$ cat src/rtl/mem_arb_defs.sv
// Shared definitions for the two-port memory access arbiter:
// FSM state encoding, requester IDs and array rw encodings.
package mem_arb_defs;

  typedef enum logic [1:0] {
    IDLE   = 2'd0,
    ISSUE  = 2'd1,
    RDWAIT = 2'd2
  } state_e;

  localparam logic RQ0 = 1'b0;
  localparam logic RQ1 = 1'b1;

  localparam logic MEM_RW_WRITE = 1'b0;
  localparam logic MEM_RW_READ  = 1'b1;

endpackage

$ cat src/rtl/arb2_rr.sv
// Two-input picker. Default: round-robin, pointer remembers the last winner
// so the other requester wins a tie; a single requester always wins.
// With MEM_ARB_FIXED_PRIO_EN defined: requester 0 wins every tie, no pointer.
module arb2_rr
  import mem_arb_defs::*;
(
  input  logic       clk,
  input  logic       rst,
  input  logic [1:0] req_i,
  input  logic       take_i,
  output logic       win_o
);

`ifdef MEM_ARB_FIXED_PRIO_EN
  // Fixed priority: requester 0 first.
  always_comb win_o = req_i[0] ? RQ0 : RQ1;
`else
  logic last_q, last_d;

  // Pick the winner and advance the pointer whenever a grant is taken.
  always_comb begin
    last_d = last_q;
    if (req_i == 2'b11) win_o = ~last_q;
    else if (req_i[1])  win_o = RQ1;
    else                win_o = RQ0;
    if (take_i) last_d = win_o;
  end

  // Pointer register; reset value makes requester 0 win the first tie.
  always_ff @(posedge clk) begin
    if (rst) last_q <= RQ1;
    else     last_q <= last_d;
  end
`endif

endmodule

$ cat src/rtl/mem_access_arbiter.sv
// Two-port arbiter/sequencer in front of a single-port bit-cell array.
// IDLE arbitrates and issues; ISSUE drives select for one cycle; RDWAIT
// captures the registered array output. All outputs are registered.
// Optional macro: MEM_ARB_FIXED_PRIO_EN (fixed priority instead of round-robin).
module mem_access_arbiter
  import mem_arb_defs::*;
#(
  parameter int ADDR_W = 4,
  parameter int DATA_W = 8
) (
  input  logic              clk,
  input  logic              rst,
  input  logic              rq0_req,
  input  logic              rq0_we,
  input  logic [ADDR_W-1:0] rq0_addr,
  input  logic [DATA_W-1:0] rq0_wdata,
  output logic              rq0_gnt,
  output logic              rq0_done,
  output logic [DATA_W-1:0] rq0_rdata,
  input  logic              rq1_req,
  input  logic              rq1_we,
  input  logic [ADDR_W-1:0] rq1_addr,
  input  logic [DATA_W-1:0] rq1_wdata,
  output logic              rq1_gnt,
  output logic              rq1_done,
  output logic [DATA_W-1:0] rq1_rdata,
  output logic [ADDR_W-1:0] mem_addr,
  output logic              mem_select,
  output logic              mem_rw,
  output logic [DATA_W-1:0] mem_in,
  input  logic [DATA_W-1:0] mem_out
);

  state_e            state_q, state_d;
  logic              cmd_we_q, cmd_we_d;
  logic              cmd_id_q, cmd_id_d;
  logic              gnt0_q, gnt0_d, gnt1_q, gnt1_d;
  logic              done0_q, done0_d, done1_q, done1_d;
  logic [DATA_W-1:0] rdata0_q, rdata0_d, rdata1_q, rdata1_d;
  logic              sel_q, sel_d, rw_q, rw_d;
  logic [ADDR_W-1:0] addr_q, addr_d;
  logic [DATA_W-1:0] in_q, in_d;
  logic              win, take;

  arb2_rr u_arb (
    .clk    (clk),
    .rst    (rst),
    .req_i  ({rq1_req, rq0_req}),
    .take_i (take),
    .win_o  (win)
  );

  // Next-state and registered-output logic. The array command registers
  // double as the latched request address/data for the ISSUE cycle.
  always_comb begin
    state_d  = state_q;
    cmd_we_d = cmd_we_q;
    cmd_id_d = cmd_id_q;
    gnt0_d   = 1'b0;
    gnt1_d   = 1'b0;
    done0_d  = 1'b0;
    done1_d  = 1'b0;
    rdata0_d = rdata0_q;
    rdata1_d = rdata1_q;
    sel_d    = 1'b0;
    rw_d     = rw_q;
    addr_d   = addr_q;
    in_d     = in_q;
    take     = 1'b0;
    case (state_q)
      IDLE: begin
        if (rq0_req || rq1_req) begin
          take     = 1'b1;
          cmd_id_d = win;
          cmd_we_d = (win == RQ0) ? rq0_we : rq1_we;
          addr_d   = (win == RQ0) ? rq0_addr : rq1_addr;
          in_d     = cmd_we_d ? ((win == RQ0) ? rq0_wdata : rq1_wdata) : '0;
          rw_d     = cmd_we_d ? MEM_RW_WRITE : MEM_RW_READ;
          sel_d    = 1'b1;
          gnt0_d   = (win == RQ0);
          gnt1_d   = (win == RQ1);
          state_d  = ISSUE;
        end
      end
      ISSUE: begin
        if (cmd_we_q) begin
          done0_d = (cmd_id_q == RQ0);
          done1_d = (cmd_id_q == RQ1);
          state_d = IDLE;
        end else begin
          state_d = RDWAIT;
        end
      end
      RDWAIT: begin
        if (cmd_id_q == RQ0) rdata0_d = mem_out;
        else                 rdata1_d = mem_out;
        done0_d = (cmd_id_q == RQ0);
        done1_d = (cmd_id_q == RQ1);
        state_d = IDLE;
      end
      default: state_d = IDLE;
    endcase
  end

  // State and output registers with synchronous reset.
  always_ff @(posedge clk) begin
    if (rst) begin
      state_q  <= IDLE;
      cmd_we_q <= 1'b0;
      cmd_id_q <= RQ0;
      gnt0_q   <= 1'b0;
      gnt1_q   <= 1'b0;
      done0_q  <= 1'b0;
      done1_q  <= 1'b0;
      rdata0_q <= '0;
      rdata1_q <= '0;
      sel_q    <= 1'b0;
      rw_q     <= 1'b0;
      addr_q   <= '0;
      in_q     <= '0;
    end else begin
      state_q  <= state_d;
      cmd_we_q <= cmd_we_d;
      cmd_id_q <= cmd_id_d;
      gnt0_q   <= gnt0_d;
      gnt1_q   <= gnt1_d;
      done0_q  <= done0_d;
      done1_q  <= done1_d;
      rdata0_q <= rdata0_d;
      rdata1_q <= rdata1_d;
      sel_q    <= sel_d;
      rw_q     <= rw_d;
      addr_q   <= addr_d;
      in_q     <= in_d;
    end
  end

  assign rq0_gnt    = gnt0_q;
  assign rq1_gnt    = gnt1_q;
  assign rq0_done   = done0_q;
  assign rq1_done   = done1_q;
  assign rq0_rdata  = rdata0_q;
  assign rq1_rdata  = rdata1_q;
  assign mem_select = sel_q;
  assign mem_rw     = rw_q;
  assign mem_addr   = addr_q;
  assign mem_in     = in_q;

endmodule

$ cat config.mk
export PLATFORM = sky130hd
export DESIGN_NAME = mem_access_arbiter
export DESIGN_NICKNAME = d
export VERILOG_FILES = /design/src/rtl/mem_arb_defs.sv /design/src/rtl/arb2_rr.sv /design/src/rtl/mem_access_arbiter.sv
export SDC_FILE = /design/constraint.sdc
export NUM_CORES = 1
export LEC_CHECK = 0
export ABC_CLOCK_PERIOD_IN_PS = 2100
export CORE_ASPECT_RATIO = 0.9
export CORE_MARGIN = 10
export CORE_UTILIZATION = 40
export CTS_BUF_LIST = sky130_fd_sc_hd__clkbuf_8
export DETAILED_ROUTE_END_ITERATION = 8
export PLACE_DENSITY = 0.83
export SETUP_SLACK_MARGIN = 0.02
export SYNTH_ARGS = -nofsm -noshare
export SYNTH_HDL_FRONTEND = slang
export SYNTH_SLANG_ARGS = --single-unit
$ cat constraint.sdc
create_clock -name clk -period 2.1 [get_ports clk]
set_input_delay 0.63 -clock clk [delete_from_list [all_inputs] [get_ports clk]]
set_output_delay 0.63 -clock clk [all_outputs]
set_load 0.03 [all_outputs]
==> impl_metrics.sql, run 1 <==
INSERT INTO impl_metrics (metric_group, metric, value, unit) VALUES
('global_route', 'antenna_found_initial', '0', ''),
('sta', 'timing.slew.headroom', '68.1', '%'),
('synth', 'yosys_register_bits', '39', ''),
('power_and_ir_drop', 'comb_power_share', '23.8', '%'),
('route', 'routed-via-count', '1409', ''),
('route', 'drc_errors', '0', ''),
('setup_path', 'cpMaxStageDelayCell', 'clkdlybuf4s50_1', ''),
('power_and_ir_drop', 'power.static_leakage', '0.000914', 'µW'),
('route', 'number_of_vias_per_cell', '4.83', ''),
('sta', 'report.final.hold_viol_count', '0', ''),
('setup_path', 'timing.critical_path.to_type', 'output pin', ''),
('setup_path', 'worst-setup-path-type', 'flip-flop to output pin', ''),
('sta', 'finalWorstSetupSlack', '0.157', 'ns'),
('finish', 'post_route_standard_cell_area_excluding_fillers', '0.00248', 'mm²'),
('global_route', 'first_global_vias', '1414', ''),
('setup_path', 'worst_path_dominant_cell_family', 'buffers and inverters', ''),
('finish', 'area_of_the_multi_input_gates', '756', 'µm²'),
('sta', 'worstMarginPinSlew', '0.478', 'ns'),
('die', 'die_area', '0.00694', 'mm²'),
('power_and_ir_drop', 'switching_share', '26.9', '%'),
('cts', 'cts_tree', 'built', ''),
('finish', 'final_design_utilization', '65.7', '%'),
('die', 'rows', '21', ''),
('power_and_ir_drop', 'power.density_cell_area', '709', 'mW/mm²'),
('synth', 'number_of_enable_flip_flop_cells_after_synthesis', '0', ''),
('synth', 'synth.yosys.seq_area_share', '48.7', '%'),
('route', 'drtAntennaViolNets', '0', ''),
('sta', 'period_minus_slack', '1.94', 'ns'),
('synth', 'synth_ff_type', 'dfxtp_1', ''),
('flow_run', 'timing.max_cap.violations', '0', ''),
('route', 'detailed_router_s_first_iteration_violation_count', '100', ''),
('finish', 'finalNetCount', '286', ''),
('cts', 'tritoncts.num_buffers', '5', ''),
('route', 'wl_final', '4.28', 'mm'),
('setup_path', 'cp-start-kind', 'flip-flop', ''),
('cts', 'clk_transition_reported_paths', '0.07', 'ns'),
('synth', 'synth.top_cell.area_share', '48.8', '%'),
('finish', 'layout_cells_sized_above_1', '11.8', '%'),
('placed_design', 'dp_hpwl', '3.39', 'mm'),
('power_and_ir_drop', 'p_clk_share', '30.0', '%'),
('global_route', 'grt.total_usage', '12.4', '%'),
('setup_path', 'worst-endpoint-arrival', '1.31', 'ns'),
('die', 'die_w', '86.7', 'µm'),
('sta', 'timing.final.max_slew_violations', '0', ''),
('route', 'detail_route.wl_per_cell', '14.6', 'µm'),
('synth', 'syn-mean-instance-area', '9.37', 'µm²'),
('sta', 'fmax', '515', 'MHz'),
('power_and_ir_drop', 'power_report.internal_total', '1290', 'µW'),
('die', 'coreArea', '0.00378', 'mm²'),
('synth', 'synthCells', '171', ''),
('synth', 'post-synth-top-count-cell', 'dfxtp_1', ''),
('power_and_ir_drop', 'pwr-share-seq', '46.2', '%'),
('sta', 'skew', '0.00837', 'ns'),
('global_route', 'overflow_left_after_global_routing', '0', ''),
('outcome', 'run_status', 'finished clean', ''),
('power_and_ir_drop', 'ir_worst_vdd', '365', 'µV'),
('power_and_ir_drop', 'power', '1760', 'µW'),
('setup_path', 'required', '1.47', 'ns'),
('cts', 'cts-root-to-sink-buffers', '2', ''),
('cts', 'cell_chosen_for_the_clock_root', 'clkbuf_8', ''),
('finish', 'area_delta_synth_final', '55.2', '%'),
('power_and_ir_drop', 'power.switching', '473', 'µW'),
('synth', 'synthTopCellsByCount', '39 x dfxtp_1, 26 x nand2_1, 20 x a21oi_1, 12 x mux2i_1', ''),
('synth', 'synthArstFlopShare', '0', '%'),
('cts', 'postCtsSetupBuffers', '0', ''),
('synth', 'post_synth_main_area_contributors', 'dfxtp_1 49%, mux2i_1 7.5%, a21oi_1 6.3%', ''),
('setup_path', 'cp_num_buf_inv', '1', ''),
('synth', 'synth.cell_area', '0.00160', 'mm²'),
('finish', 'fillers', '311', ''),
('cts', 'cts.htree.levels', '2', ''),
('die', 'start_util', '42.3', '%');
## sequential cells by signal, summed over array words and instances (netlist names), 2 cells and up
name	cells
mem_addr	4
mem_in	8
rq0_rdata	8
rq1_rdata	8
state_q	2
## cell families (layout without fill, tap and decap cells)
group / count (synthesis) / after routing / synth area share [%]
AOI/OAI and AO/OA: 39 / 39 / 16.8
adders and majority gates: 3 / 3 / 2.34
buffers and inverters: 14 / 89 / 4.06
and+or+nand+nor: 64 / 64 / 20.5
DFF: 39 / 39 / 48.8
muxes: 12 / 12 / 7.50
## worst paths after layout
check	cells after the start	from	slack [ns]	to
setup reg to reg	6	state_q[0]	0.62	cmd_we_q
setup / recovery	1	mem_in[4]	0.16	mem_in[4]
hold / removal	2	rq1_rdata[4]	0.45	rq1_rdata[4]
hold reg to reg	2	rq1_rdata[4]	0.45	rq1_rdata[4]
## layout make-up
cell class                      instances  area share, %
Multi-Input combinational cell        118           30.4
Timing Repair Buffer                   79           31.5
Inverter                                2          0.302
Clock inverter                          1          0.151
Sequential cell                        39           31.4
Clock buffer                            7           3.88
Tap cell                               46           2.32
## power by group through the flow
stage	logic, µW	clock network, µW	registers (µW)
floorplan	162	0	898
global placement	418	0	830
detailed placement	423	0	831
CTS	425	550	814
global route	457	580	820
finish	420	528	814
## placed cells by master, fill, tap and decap left out, types with 2 or more instances in the layout
master | netlist | final
nor2b_1 | 2 | 2
a21oi_1 | 20 | 20
nand3_1 | 9 | 9
nand2b_1 | 3 | 3
clkbuf_8 | 1 | 7
dfxtp_1 | 39 | 39
nor2_1 | 9 | 9
mux2i_1 | 12 | 12
ha_1 | 3 | 3
a22oi_1 | 2 | 2
a211oi_1 | 4 | 4
nand2_1 | 26 | 26
inv_1 | 2 | 3
o21ai_2 | 8 | 8
buf_4 | 0 | 7
clkdlybuf4s50_1 | 0 | 71
nand3b_1 | 9 | 9
## metrics by stage
step | hold WS (ns) | cells
finish | 0.453 | 292
global route | 0.475 | 292
CTS | 0.459 | 292
detailed placement | 0.449 | 284
global placement | 0.441 | 284
floorplan | 0.474 | 171
## per-layer routing
layer / global-route usage (%) / share of wire (%) / vias up
li1: - / - / 742
met1: 15.0 / 44 / 624
met2: 19.7 / 47 / 38
met3: 4.80 / 7.2 / 5
met4: 3.88 / 1.4 / 0
met5: 0 / 0 / -
(Power assumes the default switching activity.)
==> run 2, diff against run 1 <==
--- a/config.mk
+++ b/config.mk
@@ -7,7 +7,6 @@
 export LEC_CHECK = 0
 export ABC_CLOCK_PERIOD_IN_PS = 2100
 export CORE_ASPECT_RATIO = 0.9
-export CORE_MARGIN = 10
 export CORE_UTILIZATION = 40
 export CTS_BUF_LIST = sky130_fd_sc_hd__clkbuf_8
 export DETAILED_ROUTE_END_ITERATION = 8
==> impl_metrics.sql, run 2 (synthesis results as in run 1) <==
INSERT INTO impl_metrics (metric_group, metric, value, unit) VALUES
('outcome', 'run_status', 'finished clean', ''),
('setup_path', 'worstPathMaxFanout', '2', ''),
('cts', 'postCtsResizedCells', '0', ''),
('route', 'routed-via-count', '1439', ''),
('cts', 'post_cts_hold_buffer_count', '0', ''),
('route', 'detailedRoute.firstPassIterationCount', '4', ''),
('worst_hold_path', 'hold_class', 'flip-flop to flip-flop', ''),
('setup_path', 'required', '1.47', 'ns'),
('cts', 'clk_transition_reported_paths', '0.07', 'ns'),
('sta', 'timing.final.crit_share', '91.8', '%'),
('sta', 'fmax', '519', 'MHz'),
('cts', 'cell_chosen_for_the_clock_root', 'clkbuf_8', ''),
('placed_design', 'place.gp.congestion', '0.734', ''),
('cts', 'postCtsSetupBuffers', '0', ''),
('power_and_ir_drop', 'ir_worst_vdd', '452', 'µV'),
('die', 'start_util', '42.3', '%'),
('die', 'coreArea', '0.00378', 'mm²'),
('global_route', 'first_pass_grt_wire_length', '5.73', 'mm'),
('power_and_ir_drop', 'power', '1690', 'µW'),
('die', 'die_height', '62.0', 'µm'),
('finish', 'insertedDiodeCount', '0', ''),
('sta', 'final.setup.tns', '0', 'ns'),
('power_and_ir_drop', 'power.density_cell_area', '684', 'mW/mm²'),
('power_and_ir_drop', 'power.static_leakage', '0.000909', 'µW'),
('route', 'detailed_router_s_first_iteration_violation_count', '65', ''),
('finish', 'finalNetCount', '286', ''),
('sta', 'period_minus_slack', '1.93', 'ns'),
('route', 'detail_route.wl_per_cell', '12.6', 'µm'),
('setup_path', 'worst-setup-path-type', 'flip-flop to output pin', ''),
('route', 'drtAntennaViolNets', '0', ''),
('global_route', 'antenna_found_initial', '0', ''),
('sta', 'setup_viol', '0', ''),
('setup_path', 'critical_path.max_stage_delay', '0.68', 'ns'),
('finish', 'final_common_cell', 'clkdlybuf4s50_1', ''),
('sta', 'grt_setup_unrepaired', 'false', ''),
('die', 'die_area', '0.00426', 'mm²'),
('global_route', 'maximum_number_of_pins_on_one_net_before_global_route_repair', '17', ''),
('cts', 'cts-root-to-sink-buffers', '2', ''),
('sta', 'timing.slew.headroom', '66.6', '%'),
('sta', 'worstMarginPinSlew', '0.500', 'ns'),
('placed_design', 'buffer_ports.inserted', '71', ''),
('die', 'rows', '21', ''),
('route', 'wl_final', '3.69', 'mm'),
('finish', 'area_of_the_multi_input_gates', '756', 'µm²'),
('finish', 'fillers', '320', ''),
('sta', 'timing.final.max_slew_violations', '0', ''),
('global_route', 'grt.total_usage', '18.3', '%'),
('route', 'number_of_vias_per_cell', '4.93', ''),
('setup_path', 'cp-start-kind', 'flip-flop', ''),
('setup_path', 'cpMaxStageDelayCell', 'clkdlybuf4s50_1', ''),
('die', 'die_w', '68.7', 'µm'),
('cts', 'cts_tree', 'built', ''),
('die', 'io-pin-count', '72', ''),
('global_route', 'overflow_left_after_global_routing', '0', ''),
('flow_run', 'timing.max_cap.violations', '0', ''),
('cts', 'cts.htree.levels', '2', ''),
('finish', 'regArea', '781', 'µm²'),
('cts', 'tritoncts.num_buffers', '5', ''),
('finish', 'area_delta_synth_final', '54.0', '%'),
('setup_path', 'timing.critical_path.to_type', 'output pin', ''),
('sta', 'skew', '0.00462', 'ns'),
('setup_path', 'worst_path_dominant_cell_family', 'buffers and inverters', ''),
('setup_path', 'cp_num_buf_inv', '1', ''),
('sta', 'report.final.hold_viol_count', '0', ''),
('cts', 'clk_latency', '0.28', 'ns'),
('finish', 'mostFrequentLayoutCells', '71 x clkdlybuf4s50_1, 39 x dfxtp_1, 26 x nand2_1', ''),
('route', 'drc_errors', '0', ''),
('placed_design', 'dp_hpwl', '2.77', 'mm'),
('setup_path', 'cp_cell_sequence', 'clkdlybuf4s50_1', ''),
('cts', 'tritoncts_num_sinks', '39', ''),
('setup_path', 'worst-endpoint-arrival', '1.30', 'ns'),
('finish', 'layout_cells_sized_above_1', '11.4', '%'),
('global_route', 'first_global_vias', '1265', '');
==> run 2: cell types whose count changed in the layout (fill, tap and decap cells not counted) <==
cell,before,now
clkbuf_8,7,5
clkinv_2,0,1
inv_1,3,4
==> run 2: final timing paths <==
path                            cells past startpoint         start            to  slack [ns]
worst max-delay path                                1  rq0_rdata[1]  rq0_rdata[1]        0.17
worst min-delay path                                2  rq0_rdata[3]  rq0_rdata[3]        0.46
worst max register to register                      6    state_q[1]   mem_addr[2]        0.60
worst min register to register                      2  rq0_rdata[3]  rq0_rdata[3]        0.46
==> run 2: cell type report <==
class	instances	area share, %
clock buffer	5	2.79
multi-input combinational	118	30.6
sequential	39	31.7
inverter	2	0.304
timing repair buffer	79	31.8
clock inverter	3	0.507
tap	46	2.33
==> run 2: metrics by stage <==
stage               util, %  cells  worst slack, ns  area (µm²)  hold slack [ns]
finish                 65.2    292            0.171        2470            0.455
global route           65.2    292            0.123        2470            0.471
CTS                    65.2    292            0.164        2470            0.456
detailed placement     63.0    284           0.0628        2380            0.447
global placement       63.0    284            0.110        2380            0.443
floorplan                 -    171            0.596        1600            0.474
==> run 2: report_power, final <==
group          leakage, µW  total [µW]  switching [µW]  internal (µW)
clock            0.0000505         453             230            223
sequential        0.000318         815            28.7            786
combinational     0.000540         418             211            208
total             0.000909        1690             469           1220
==> run 2: metal layers <==
| metal | global-route usage (%) | share of wire [%] | wire length, µm | vias up |
|---|---|---|---|---|
| li1 | - | - | - | 740 |
| met1 | 25.7 | 46 | 1700 | 659 |
| met2 | 27.5 | 48 | 1770 | 35 |
| met3 | 4.56 | 4.6 | 169 | 5 |
| met4 | 6.12 | 1.2 | 46 | 0 |
| met5 | 0 | 0 | 0 | - |
==> run 3, diff against run 2 <==
--- a/config.mk
+++ b/config.mk
@@ -5,12 +5,13 @@
 export SDC_FILE = /design/constraint.sdc
 export NUM_CORES = 1
 export LEC_CHECK = 0
+export ABC_AREA = 1
 export ABC_CLOCK_PERIOD_IN_PS = 2100
 export CORE_ASPECT_RATIO = 0.9
 export CORE_UTILIZATION = 40
 export CTS_BUF_LIST = sky130_fd_sc_hd__clkbuf_8
 export DETAILED_ROUTE_END_ITERATION = 8
-export PLACE_DENSITY = 0.83
+export PLACE_DENSITY = 0.89
 export SETUP_SLACK_MARGIN = 0.02
 export SYNTH_ARGS = -nofsm -noshare
 export SYNTH_HDL_FRONTEND = slang
==> impl_metrics.sql, run 3 <==
INSERT INTO impl_metrics (metric_group, metric, value, unit) VALUES
('setup_path', 'worst-setup-path-type', 'flip-flop to output pin', ''),
('route', 'detailedRoute.firstPassIterationCount', '4', ''),
('sta', 'final.setup.tns', '0', 'ns'),
('finish', 'area_delta_synth_final', '55.8', '%'),
('cts', 'tritoncts.num_buffers', '5', ''),
('placed_design', 'buffer_ports.inserted', '71', ''),
('cts', 'clk_transition_reported_paths', '0.07', 'ns'),
('global_route', 'overflow_left_after_global_routing', '0', ''),
('synth', 'post_synth_main_area_contributors', 'dfxtp_1 49%, nand2_1 8.5%, nor2_1 8.5%', ''),
('synth', 'synth.cell_area', '0.00159', 'mm²'),
('synth', 'synth_ff_type', 'dfxtp_1', ''),
('global_route', 'grt_util_met2', '39.1', '%'),
('die', 'rows', '21', ''),
('synth', 'synthTopCellsByCount', '39 x dfxtp_1, 36 x nand2_1, 36 x nor2_1, 21 x o21ai_0, 18 x nand3_1', ''),
('cts', 'clk_latency', '0.29', 'ns'),
('sta', 'grt_setup_unrepaired', 'false', ''),
('route', 'drtAntennaViolNets', '0', ''),
('synth', 'number_of_enable_flip_flop_cells_after_synthesis', '0', ''),
('cts', 'tritoncts_num_sinks', '39', ''),
('finish', 'fillers', '312', ''),
('die', 'io-pin-count', '72', ''),
('setup_path', 'worst-endpoint-arrival', '1.32', 'ns'),
('power_and_ir_drop', 'ir_worst_vdd', '365', 'µV'),
('cts', 'cts.htree.levels', '2', ''),
('synth', 'post_synth_num_cell_types', '24', ''),
('setup_path', 'worstPathMaxFanout', '2', ''),
('finish', 'fin_cells', '325', ''),
('global_route', 'gr-usage-met3', '3.47', '%'),
('global_route', 'first_global_vias', '1559', ''),
('setup_path', 'worst_path_dominant_cell_family', 'buffers and inverters', ''),
('die', 'start_util', '42.2', '%'),
('die', 'die_height', '61.7', 'µm'),
('global_route', 'first_pass_grt_wire_length', '6.54', 'mm'),
('finish', 'regArea', '781', 'µm²'),
('placed_design', 'dp_hpwl', '3.24', 'mm'),
('synth', 'synth.top_cell.area_share', '49.2', '%'),
('finish', 'final_common_cell', 'clkdlybuf4s50_1', ''),
('power_and_ir_drop', 'power.static_leakage', '0.000994', 'µW'),
('setup_path', 'timing.critical_path.to_type', 'output pin', ''),
('setup_path', 'rr_endpoint', 'mem_in[6]', ''),
('placed_design', 'place.gp.congestion', '0.828', ''),
('worst_hold_path', 'whs_path_depth', '2', ''),
('global_route', 'grt_util_met1', '23.2', '%'),
('finish', 'mostFrequentLayoutCells', '71 x clkdlybuf4s50_1, 39 x dfxtp_1, 36 x nand2_1, 36 x nor2_1, 21 x o21ai_0', ''),
('synth', 'syn-mean-instance-area', '7.85', 'µm²'),
('die', 'die_w', '68.4', 'µm'),
('cts', 'cell_chosen_for_the_clock_root', 'clkbuf_8', ''),
('power_and_ir_drop', 'power.density_cell_area', '831', 'mW/mm²'),
('route', 'detailed_router_s_first_iteration_violation_count', '56', ''),
('finish', 'area_of_the_multi_input_gates', '708', 'µm²'),
('cts', 'post_cts_hold_buffer_count', '0', ''),
('worst_hold_path', 'min_from', 'mem_in[2]', ''),
('worst_hold_path', 'hold_class', 'flip-flop to flip-flop', ''),
('synth', 'post-synth-top-count-cell', 'dfxtp_1', ''),
('sta', 'timing.final.crit_share', '93.0', '%'),
('flow_run', 'timing.max_cap.violations', '0', ''),
('outcome', 'run_status', 'finished clean', ''),
('setup_path', 'critical_path.max_stage_delay', '0.68', 'ns'),
('route', 'routed-via-count', '1637', ''),
('cts', 'cts-root-to-sink-buffers', '2', ''),
('synth', 'yosys_register_bits', '39', ''),
('synth', 'postSynthNetCount', '243', ''),
('sta', 'skew', '0.00575', 'ns'),
('synth', 'synth.yosys.seq_area_share', '49.2', '%'),
('setup_path', 'cp_cell_sequence', 'clkdlybuf4s50_1', ''),
('die', 'die_area', '0.00422', 'mm²'),
('power_and_ir_drop', 'power', '2050', 'µW'),
('setup_path', 'required', '1.47', 'ns'),
('synth', 'synthesis_warnings', '0', ''),
('sta', 'timing.slew.headroom', '77.7', '%'),
('sta', 'report.final.hold_viol_count', '0', ''),
('setup_path', 'r2r_cells', '7', ''),
('die', 'coreArea', '0.00376', 'mm²'),
('cts', 'cts_tree', 'built', ''),
('setup_path', 'cp-start-kind', 'flip-flop', ''),
('sta', 'fmax', '512', 'MHz'),
('placed_design', 'dp_cells', '317', ''),
('global_route', 'grt.total_usage', '20.8', '%'),
('setup_path', 'cp_num_buf_inv', '1', ''),
('setup_path', 'rrSetupSlack', '0.64', 'ns'),
('worst_hold_path', 'timing.hold.worst_endpoint', 'mem_in[2]', ''),
('sta', 'timing.final.max_slew_violations', '0', ''),
('synth', 'synthArstFlopShare', '0', '%'),
('route', 'drc_errors', '0', ''),
('setup_path', 'r2r-start', 'state_q[0]', ''),
('finish', 'layout_cells_sized_above_1', '9.32', '%'),
('route', 'number_of_vias_per_cell', '5.04', ''),
('synth', 'netlist.top_cell.by_area', 'dfxtp_1', ''),
('sta', 'worstMarginPinSlew', '0.333', 'ns'),
('global_route', 'global_route.peak_usage_layer', 'met2', ''),
('route', 'wl_final', '4.29', 'mm'),
('synth', 'synthCells', '202', ''),
('global_route', 'antenna_found_initial', '0', ''),
('cts', 'postCtsResizedCells', '0', ''),
('global_route', 'maximum_number_of_pins_on_one_net_before_global_route_repair', '20', ''),
('route', 'detail_route.wl_per_cell', '13.2', 'µm'),
('setup_path', 'cpMaxStageDelayCell', 'clkdlybuf4s50_1', ''),
('finish', 'insertedDiodeCount', '0', ''),
('cts', 'postCtsSetupBuffers', '0', ''),
('finish', 'finalNetCount', '319', ''),
('sta', 'period_minus_slack', '1.95', 'ns'),
('sta', 'setup_viol', '0', '');
==> run 3: cell count changes after synthesis, moves of 6 or more <==
cell and delta:
nand2_1 +10, a21oi_1 -8, nor2_1 +27, mux2i_1 -12, nand2_2 +7, nand3b_1 -8, o21ai_0 +20, o21ai_2 -8
inv_1 +6, clkbuf_1 -7, nand3_1 +9
==> run 3: worst max path at each step <==
stage | slack, ns | depth (start not counted) | startpoint | to
after global routing | 0.1 | 1 | mem_in[7] | mem_in[7]
final | 0.15 | 1 | mem_in[7] | mem_in[7]
after detailed placement | 0.1 | 6 | rq1_req | mem_in[0]
after floorplan | 0.70 | 5 | rq1_req | mem_rw
after CTS | 0.14 | 1 | mem_in[7] | mem_in[7]
after global placement | 0.17 | 6 | rq1_req | u_arb.last_q
==> run 3: cell type report <==
class / count / share of cell area [%]
clock inverters: 3 / 2.58
repair buffers: 76 / 30.3
multi-input cells: 145 / 28.7
flip-flops and latches: 39 / 31.6
well taps: 46 / 2.33
inverters: 11 / 1.77
clock buffers: 5 / 2.78
==> run 3: logic make-up (layout without fill, tap and decap cells) <==
family,Yosys count,after routing,share of synthesized area (%)
flops,39,39,49.2
compound gates,39,39,12.9
buf+inv,18,95,6.15
simple gates,103,103,29.3
fa+ha+maj,3,3,2.37
==> run 3: stage by stage <==
stage          utilization (%)  area (µm²)  setup slack, ns  hold WS [ns]
2_1_floorplan                -        1590            0.703         0.426
4_1_cts                   65.8        2470            0.142         0.480
3_3_place_gp              62.2        2340            0.171         0.454
3_5_place_dp              62.2        2340           0.0951         0.462
5_1_grt                   65.8        2470           0.0957         0.489
6_report                  65.8        2470            0.147         0.478
==> run 3: where the power goes <==
group          switching [µW]  internal (µW)  total, µW
sequential               33.5            799        832
combinational             280            215        495
clock                     256            470        726
==> run 3: per-layer routing <==
layer  share of wire, %  up-vias
li1                   -      814
met1                 44      776
met2                 52       41
met3                3.3        6
met4                1.4        0
met5                  0        -
==> RTL edit (flow settings as in run 2) <==
Take the reset off `in_q` and load it in a clocked block of its own.
--- a/src/rtl/mem_access_arbiter.sv
+++ b/src/rtl/mem_access_arbiter.sv
@@ -119,3 +119,2 @@
       addr_q   <= '0;
-      in_q     <= '0;
     end else begin
@@ -133,4 +132,7 @@
       addr_q   <= addr_d;
-      in_q     <= in_d;
     end
+  end
+
+  always_ff @(posedge clk) begin
+    in_q <= in_d;
   end
Check against the original RTL: not equivalent (a bounded check fails within 4 cycles, from zero or initial values and one cycle with rst high).
==> RTL edit against run 2 <==
- sequential cell count stayed put
- combinational power is 12% higher
- sequential share of layout area is 3.2 points higher
- total power is 6.6% higher
- die area is 2.7% lower
- wire length is 4.4% higher
- fmax is 0.85% lower
- first-iteration DRC count is 42% higher
- hold slack worse by 0.0093 ns
- setup slack worse by 0.017 ns
- cell area is 0.15% higher
- global-route usage is 1.3 points higher
- area after synthesis is 2.7% lower
- via count is 3.1% lower
- critical path type unchanged
- critical endpoint is now rq0_rdata[6]
- largest cell class is now flip-flops and latches
- highest routed layer unchanged
==> RTL edit: results (changes against run 2) <==
first-pass GRT wire length 5870 um (+2.4%); Synth Flop Type dfxtp_1; via/cell ratio 4.84 (-1.7%); largest net degree at the start of global routing 32 (+15); DPL Wire Length 2870 um (+3.4%); Gates resized, CTS repair 0 (unchanged); fillcell total 308 (-3.8%); Comb power frac 26.1% (+1.3 points); status complete, no violations; WL met2 1840 um (+4.1%); sequential element share of the synthesized area 55.3% (+6.5 points); met1 Use GR 25.2% (-0.50 points); vias in the first global route 1,294 (+2.3%); met1 WL 1710 um (+0.41%); Seq pwr share 47.7% (-0.6 points); Worst-Skew Late Latency a little under 0.3 ns; switching power 0.000518 W (+10%); CP max stage cell clkdlybuf4s50_1; Worst Skew 0.00291 ns (-0.00171 ns); layout cell share with drive strength beyond 1 7.85% (-3.5 points); synth unique cells 27 (-3.6%); Layout Utilization 66.2% (+1.0 points); Int Pwr 0.00128 W (+5.1%); static leakage 0.984 nW (+8.3%); Worst Tran Pin Value 0.494 ns (-0.00583 ns); main area contributors after synthesis dfxtp_1 40%, edfxtp_1 15%, a21oi_1 7.7%; routed wire length 3850 um (+4.4%); met2 usage 31.8% (+4.4 points); Gate Count Post-Synth 163 (-4.7%); Hold Path Class register to register; clock buffer count from CTS 5 (unchanged); met3 usage 5.19% (+0.62 points); Max VDD drop 423 uV (-6.5%); setup slack at placement 0.0356 ns (-0.0272 ns); per-cell routed wire length 13.4 um (+5.9%); GPL Wtd Cong 0.709 (-3.4%); Post-DP Area 2390 um^2 (+0.16%); Largest stage delay, worst path 0.68 ns (about the same); routed length on met3 243 um (+44%); Syn Nets 204 (-3.8%); top post-synthesis cells by count 31 x dfxtp_1, 31 x nand2_1, 24 x a21oi_1; Post-synth EDFFs 8 (+8); H-tree level count 2 (unchanged); Inst Count DP 280 (-1.4%); initial drt markers 92 (+42%); Tot GR Track Use 19.6% (+1.3 points)
RTL edit: worst reg2reg max path, cell delays in order (launching register included):
cell and delay, ns:
dfxtp_1 0.55, nand2b_1 0.48, mux2i_1 0.30, nor2_1 0.06
RTL edit: logic make-up (layout without fill, tap and decap cells):
logic type	after synthesis	after routing	synth area share [%]
simple gates	63	63	17.2
fa+ha+maj	3	3	2.41
buf+inv	12	91	3.21
compound gates	37	37	15.3
flops	39	39	55.3
mux	9	9	6.59
RTL edit: path summary, 6_finish.rpt:
path,from,to,slack [ns],cells after the start
max,rq0_rdata[6],rq0_rdata[6],0.15,1
min,mem_rw,mem_rw,0.45,2
max reg2reg,cmd_id_q,rq0_rdata[6],0.60,3
min reg2reg,mem_rw,mem_rw,0.45,2
RTL edit: area by class of cell:
type | count | share of cell area, %
well taps | 46 | 2.33
multi-input cells | 112 | 26.2
flip-flops and latches | 39 | 34.9
inverters | 4 | 0.608
repair buffers | 79 | 32.7
clock buffers | 5 | 2.79
clock inverters | 3 | 0.507
